### config.mk
export PLATFORM = sky130hd
export DESIGN_NAME = countdown_timer_bank
export DESIGN_NICKNAME = d
export VERILOG_FILES = /design/src/rtl/timer_pkg.sv /design/src/rtl/tick_prescaler.sv /design/src/rtl/countdown_timer_bank.sv
export SDC_FILE = /design/constraint.sdc
export NUM_CORES = 1
export LEC_CHECK = 0
export CORE_MARGIN = 10
export CORE_UTILIZATION = 46
export DETAILED_ROUTE_END_ITERATION = 16
export GPL_TIMING_DRIVEN = 0
export MAX_ROUTING_LAYER = met4
export PLACE_DENSITY = 0.71
export SLEW_MARGIN = 20
export SYNTH_ARGS = -nofsm -noshare
export SYNTH_HDL_FRONTEND = slang
export SYNTH_SLANG_ARGS = --single-unit
### constraint.sdc
create_clock -name clk -period 5.4 [get_ports clk]
set_input_delay 1.08 -clock clk [delete_from_list [all_inputs] [get_ports clk]]
set_output_delay 1.08 -clock clk [all_outputs]
set_load 0.01 [all_outputs]
### src/rtl/timer_pkg.sv
// Shared definitions for the countdown timer bank.
//   timer_state_t  : per-channel FSM state encoding.
//   clks_per_tick(): number of clock cycles between prescaler ticks.
package timer_pkg;

  typedef enum logic [1:0] {
    IDLE   = 2'd0,
    RUN    = 2'd1,
    PAUSED = 2'd2,
    DONE   = 2'd3
  } timer_state_t;

  function automatic int clks_per_tick(input int clk_hz, input int scale_factor);
    return clk_hz / scale_factor;
  endfunction

endpackage

### src/rtl/tick_prescaler.sv
// Free-running prescaler that divides the board clock down to the timer tick.
// Ports:
//   clk   : system clock
//   reset : synchronous, active-high; restarts the count at 0
//   tick  : high for one cycle when the counter sits at its terminal value
module tick_prescaler
  import timer_pkg::*;
#(
  parameter int CLK_HZ       = 50_000_000,
  parameter int SCALE_FACTOR = 1000
) (
  input  logic clk,
  input  logic reset,
  output logic tick
);

  localparam int CPT = clks_per_tick(CLK_HZ, SCALE_FACTOR);
  localparam int CW  = (CPT > 1) ? $clog2(CPT) : 1;
  localparam logic [CW-1:0] LAST = CW'(CPT - 1);

  logic [CW-1:0] cnt;

  always_ff @(posedge clk) begin
    if (reset) begin
      cnt <= '0;
    end else if (cnt == LAST) begin
      cnt <= '0;
    end else begin
      cnt <= cnt + CW'(1);
    end
  end

  // Tick is decoded from the counter, so the first tick after reset is seen
  // by the channels on the CPT-th edge after reset is released.
  assign tick = (cnt == LAST);

endmodule

### src/rtl/countdown_timer_bank.sv
// Bank of N_CH independent countdown timers sharing one tick prescaler.
// Ports:
//   clk         : system clock
//   reset       : synchronous, active-high
//   start_value : shared load value, captured by any channel whose load is high
//   load        : per-channel load strobe (count and reload value, back to IDLE)
//   start       : per-channel start/resume strobe
//   pause       : per-channel pause strobe
//   auto_reload : per-channel level; reload at expiry instead of stopping
//   count       : flattened counts, channel i at [i*WIDTH +: WIDTH]
//   running     : channel is in RUN
//   done        : channel is in DONE
//   expired     : one-cycle pulse at each expiry
module countdown_timer_bank
  import timer_pkg::*;
#(
  parameter int CLK_HZ       = 50_000_000,
  parameter int SCALE_FACTOR = 1000,
  parameter int WIDTH        = 11,
  parameter int N_CH         = 4
) (
  input  logic                  clk,
  input  logic                  reset,
  input  logic [WIDTH-1:0]      start_value,
  input  logic [N_CH-1:0]       load,
  input  logic [N_CH-1:0]       start,
  input  logic [N_CH-1:0]       pause,
  input  logic [N_CH-1:0]       auto_reload,
  output logic [N_CH*WIDTH-1:0] count,
  output logic [N_CH-1:0]       running,
  output logic [N_CH-1:0]       done,
  output logic [N_CH-1:0]       expired
);

  logic tick;

  tick_prescaler #(
    .CLK_HZ      (CLK_HZ),
    .SCALE_FACTOR(SCALE_FACTOR)
  ) u_prescaler (
    .clk  (clk),
    .reset(reset),
    .tick (tick)
  );

  for (genvar i = 0; i < N_CH; i++) begin : g_ch
    timer_state_t     state;
    logic [WIDTH-1:0] cnt;
    logic [WIDTH-1:0] reload_val;
    logic             exp_pulse;

    // An ignored start (RUN/DONE) does not mask a pause or tick in the same
    // cycle; only strobes that actually act take priority.
    always_ff @(posedge clk) begin
      if (reset) begin
        state      <= IDLE;
        cnt        <= '0;
        reload_val <= '0;
        exp_pulse  <= 1'b0;
      end else begin
        exp_pulse <= 1'b0;
        if (load[i]) begin
          cnt        <= start_value;
          reload_val <= start_value;
          state      <= IDLE;
        end else if (start[i] && (state == IDLE || state == PAUSED)) begin
          if (cnt != '0) begin
            state <= RUN;
          end else begin
            state     <= DONE;
            exp_pulse <= 1'b1;
          end
        end else if (pause[i] && state == RUN) begin
          state <= PAUSED;
        end else if (tick && state == RUN) begin
          if (cnt > WIDTH'(1)) begin
            cnt <= cnt - WIDTH'(1);
          end else begin
            // Expiry: count was 1 (0 in RUN cannot occur, treated the same).
            exp_pulse <= 1'b1;
            if (auto_reload[i] && reload_val != '0) begin
              cnt <= reload_val;
            end else begin
              cnt   <= '0;
              state <= DONE;
            end
          end
        end
      end
    end

    assign count[i*WIDTH +: WIDTH] = cnt;
    assign running[i]              = (state == RUN);
    assign done[i]                 = (state == DONE);
    assign expired[i]              = exp_pulse;
  end

endmodule

==> impl_metrics.tcl, run 1 <==
set metrics [dict create \
    path_buf_inv 4 \
    syn-instance-count 789 \
    fin_crit_sh_pct 58.4 \
    hpwl_um 14600 \
    post_cts_resize_count 0 \
    peakVddDrop_mv 0.229 \
    cts-root-buf "clkbuf_16" \
    clockBufferDepth 2 \
    hold_depth 1 \
    clk_pin_slew_ps 50 \
    syn_area_per_cell_um2 8.08 \
    drive_gt1_share_pct 6.56 \
    hold_end "u_prescaler.cnt[0]" \
    finalCriticalPeriod_ps 3150 \
    antenna_found_initial 0 \
    nets 930 \
    port_buffers 80 \
    die_width_um 138 \
    drt-total-wl_um 20600 \
    netlist_area_um2 6370 \
    arrival_ps 3420 \
    crit_slowest_cell "clkdlybuf4s50_1" \
    critPathLaunchType "input port" \
    fmax_mhz 317 \
    r2r_setup_slack_ps 2720 \
    globalRouteOverflowTotal 0 \
    rows 42 \
    synthDistinctLibCells 71 \
    syn2layout_area_growth_pct 24.7 \
    diodes 0 \
    start_util_pct 47.6 \
    clock_skew_ps 7.98 \
    cts_tree "built" \
    dieArea_um2 19000 \
    track_usage_pct 22.5 \
    drtIter0Drc 757 \
    leakage_uw 0.00298 \
    rr_startpoint "u_prescaler.cnt[0]" \
    finalWorstSetupSlack_ps 2250 \
    final-hold-violation-count 0 \
    ys_ff_latch 116 \
    crit_family "buffers and inverters" \
    max_stage_delay_ps 680 \
    slew_violations 0 \
    vias 6625 \
    crit_chain "clkdlybuf4s50_1 > clkbuf_1 > clkbuf_1 > buf_1 > a21oi_1" \
    pre_cts_slack_ps 1860 \
    dpl.cell_count 1045 \
    drc 0 \
    synthTopCellsByArea "dfxtp_1 36%, a21oi_1 6.4%, nand2_1 5.1%" \
    finalSetupViolations 0 \
    hold_path.class "flop to flop" \
    ioPinCount 85 \
    crit_fanout 10 \
    rr_worst_depth 7 \
    core_um2 13400 \
    ctsHoldBuffers 0 \
    worst_pin_slew_ps 742 \
    drtAntennaViolNets 0 \
    synth-seq-area-share_pct 36.4 \
    cts_buffers 17 \
    power_density_nw_per_um2 303 \
    grt_max_degree 17 \
    cap_viol_max_count 0 \
    critical_path.most_common_cell "clkbuf_1" \
    gp_congestion 0.970 \
    synth_edf_count 0 \
    fillCellCount 1240 \
    end_kind "flop" \
    critPathKind "input port to flop" \
    min_from "u_prescaler.cnt[0]" \
    crit_required_ps 5670 \
    finalPower_uw 2410 \
    rsz0062_at_grt "false" \
    yosysTopAreaCellShare_pct 36.4 \
    drtPass1Iterations 6 \
    cts_setup_buffers 0 \
    synth.largest_area_cell "dfxtp_1" \
    crit-reg2reg-capture "g_ch[1].cnt[7]" \
    whs_ps 467 \
    ys.flop_type "dfxtp_1" \
    grt_pass1_wl_um 33000 \
    fin_setup_tns_ps 0 \
    avgRoutedWirePerCell_um 19.2 \
    async_reset_ff_share_pct 0 \
    htree_levels 4 \
    clkLatencyLatePin_ps 420 \
    final_cells 1075 \
    dieHeight_um 138 \
    yosysWarnings 0 \
    maxSlewHeadroom_pct 50.5 \
    status "complete, no violations" \
    syn_nets 831 \
    vias_per_cell 6.16 \
    grt_pass1_vias 6316 \
    cts.sinks 116 \
]
==> worst max-delay path by stage <==
stage	startpoint	to	slack (ps)	cells past startpoint
finish	reset	g_ch[0].reload_val[1]	2250	5
detailed placement	reset	g_ch[0].reload_val[1]	1860	5
floorplan	auto_reload[2]	g_ch[2].cnt[6]	3130	6
CTS	reset	g_ch[0].reload_val[1]	2280	5
global route	reset	g_ch[1].reload_val[0]	2160	5
global placement	reset	g_ch[0].reload_val[1]	1890	5
==> cells in the mapped netlist (all sizes together) (14+ instances only) <==
cell type,instances
a21oi,81
a221oi,17
buf,23
clkbuf,24
dfxtp,116
inv,28
mux2i,24
nand2,87
nand2b,20
nand3,20
nand4,14
nor2,73
nor3,22
nor4,17
o21ai,28
o22ai,14
xnor2,18
==> sequential cells by signal, indices dropped and copies added, names as in the netlist <==
register	count
g_ch.exp_pulse	4
u_prescaler.cnt	16
g_ch.cnt	44
g_ch.reload_val	44
g_ch.state	8
==> where the power goes <==
| group | switching [µW] | internal (µW) | leakage [µW] |
|---|---|---|---|
| Combinational | 224 | 171 | 0.00176 |
| Sequential | 57.3 | 902 | 0.000954 |
| Clock | 395 | 659 | 0.000267 |
| Total | 677 | 1730 | 0.00298 |
==> cells in the final DEF, fill, tap and decap left out, types with 4 or more instances in the layout <==
cell type        netlist  routed
xor2_1                13      13
o21ai_0               27      27
nand4_1               14      14
a221oi_1              16      16
and2_1                 6       6
and3_1                10      10
clkdlybuf4s50_1        0      80
or3_1                  5       5
a311oi_1               6       6
buf_1                  8       8
buf_2                  8       8
a211oi_1               4       4
nand2_1               87      87
o211ai_1               9       9
o31ai_1                4       4
inv_1                 28      28
nor2b_1                8       8
buf_4                  6       6
nor4_1                15      15
xnor2_1               18      18
and4_1                 8       8
clkbuf_1              24      25
a22oi_1                5       5
nand3_1               20      20
ha_1                  13      13
mux2i_1               24      24
o22ai_1               14      14
clkbuf_16              0      17
nor2_1                71      71
dfxtp_1              116     116
a211o_1                8       8
or4_1                  6       6
o21bai_1               5       5
nand2b_1              20      20
a31oi_1                9       9
nor3_1                21      21
a21oi_1               81      81
clkinv_2               0       4
==> final cells by class <==
cell class | instances | area [µm²] | share of cell area, %
inverter | 29 | 109 | 1.37
multi-input combinational | 597 | 3720 | 46.9
clock inverter | 9 | 81.3 | 1.02
timing repair buffer | 80 | 801 | 10.1
sequential | 116 | 2320 | 29.2
clock buffer | 21 | 470 | 5.92
tap | 176 | 220 | 2.77
buffer | 47 | 216 | 2.72
==> per-layer routing <==
metal | vias up | track usage (%) | share of wire, %
li1 | 3091 | - | -
met1 | 3113 | 27.8 | 42
met2 | 353 | 34.2 | 45
met3 | 68 | 5.32 | 9.0
met4 | 0 | 10.5 | 3.4
met5 | - | - | 0
==> through the flow <==
stage | util, % | cell area, µm²
global route | 59.3 | 7950
floorplan | - | 6370
finish | 59.3 | 7950
global placement | 55.2 | 7390
CTS | 59.3 | 7950
detailed placement | 55.2 | 7390
==> cells by family after synthesis <==
logic type | Yosys count | synth area share (%)
buffers and inverters | 76 | 5.11
XOR/XNOR | 31 | 4.26
multiplexers | 24 | 3.77
AO/OA/AOI/OAI | 217 | 22.2
adder cells (fa/ha/maj) | 13 | 2.55
flip-flops | 116 | 36.4
AND/OR/NAND/NOR | 312 | 25.6
(Power assumes the default switching activity.)
==> inputs of run 2 (changes only) <==
Clock period 5.4 ns to 3 ns, I/O delays scaled along.
==> results of run 2 <==
Same layout as run 1 (identical final DEF). Status: complete, no violations.
Main changes from that run: setup slack after placement 1860 ps -> -60.6 ps; setup slack after layout 2250 ps -> 318 ps; start point of the critical path reset -> u_prescaler.cnt[0]; end point of the critical path g_ch[0].reload_val[1] -> g_ch[1].cnt[7]; register-to-register setup slack 2720 ps -> 320 ps; total power 2410 µW -> 4340 µW; worst IR drop on VDD 0.229 mV -> 0.412 mV
==> inputs of run 3 (changes only) <==
Settings changed: SKIP_LAST_GASP set to 1.
==> results of run 3 <==
Same layout as run 1 (identical final DEF). Status: complete, no violations.
Main changes from that run: setup slack after placement 1860 ps -> -60.6 ps; setup slack after layout 2250 ps -> 318 ps; start point of the critical path reset -> u_prescaler.cnt[0]; end point of the critical path g_ch[0].reload_val[1] -> g_ch[1].cnt[7]; register-to-register setup slack 2720 ps -> 320 ps; total power 2410 µW -> 4340 µW; worst IR drop on VDD 0.229 mV -> 0.412 mV
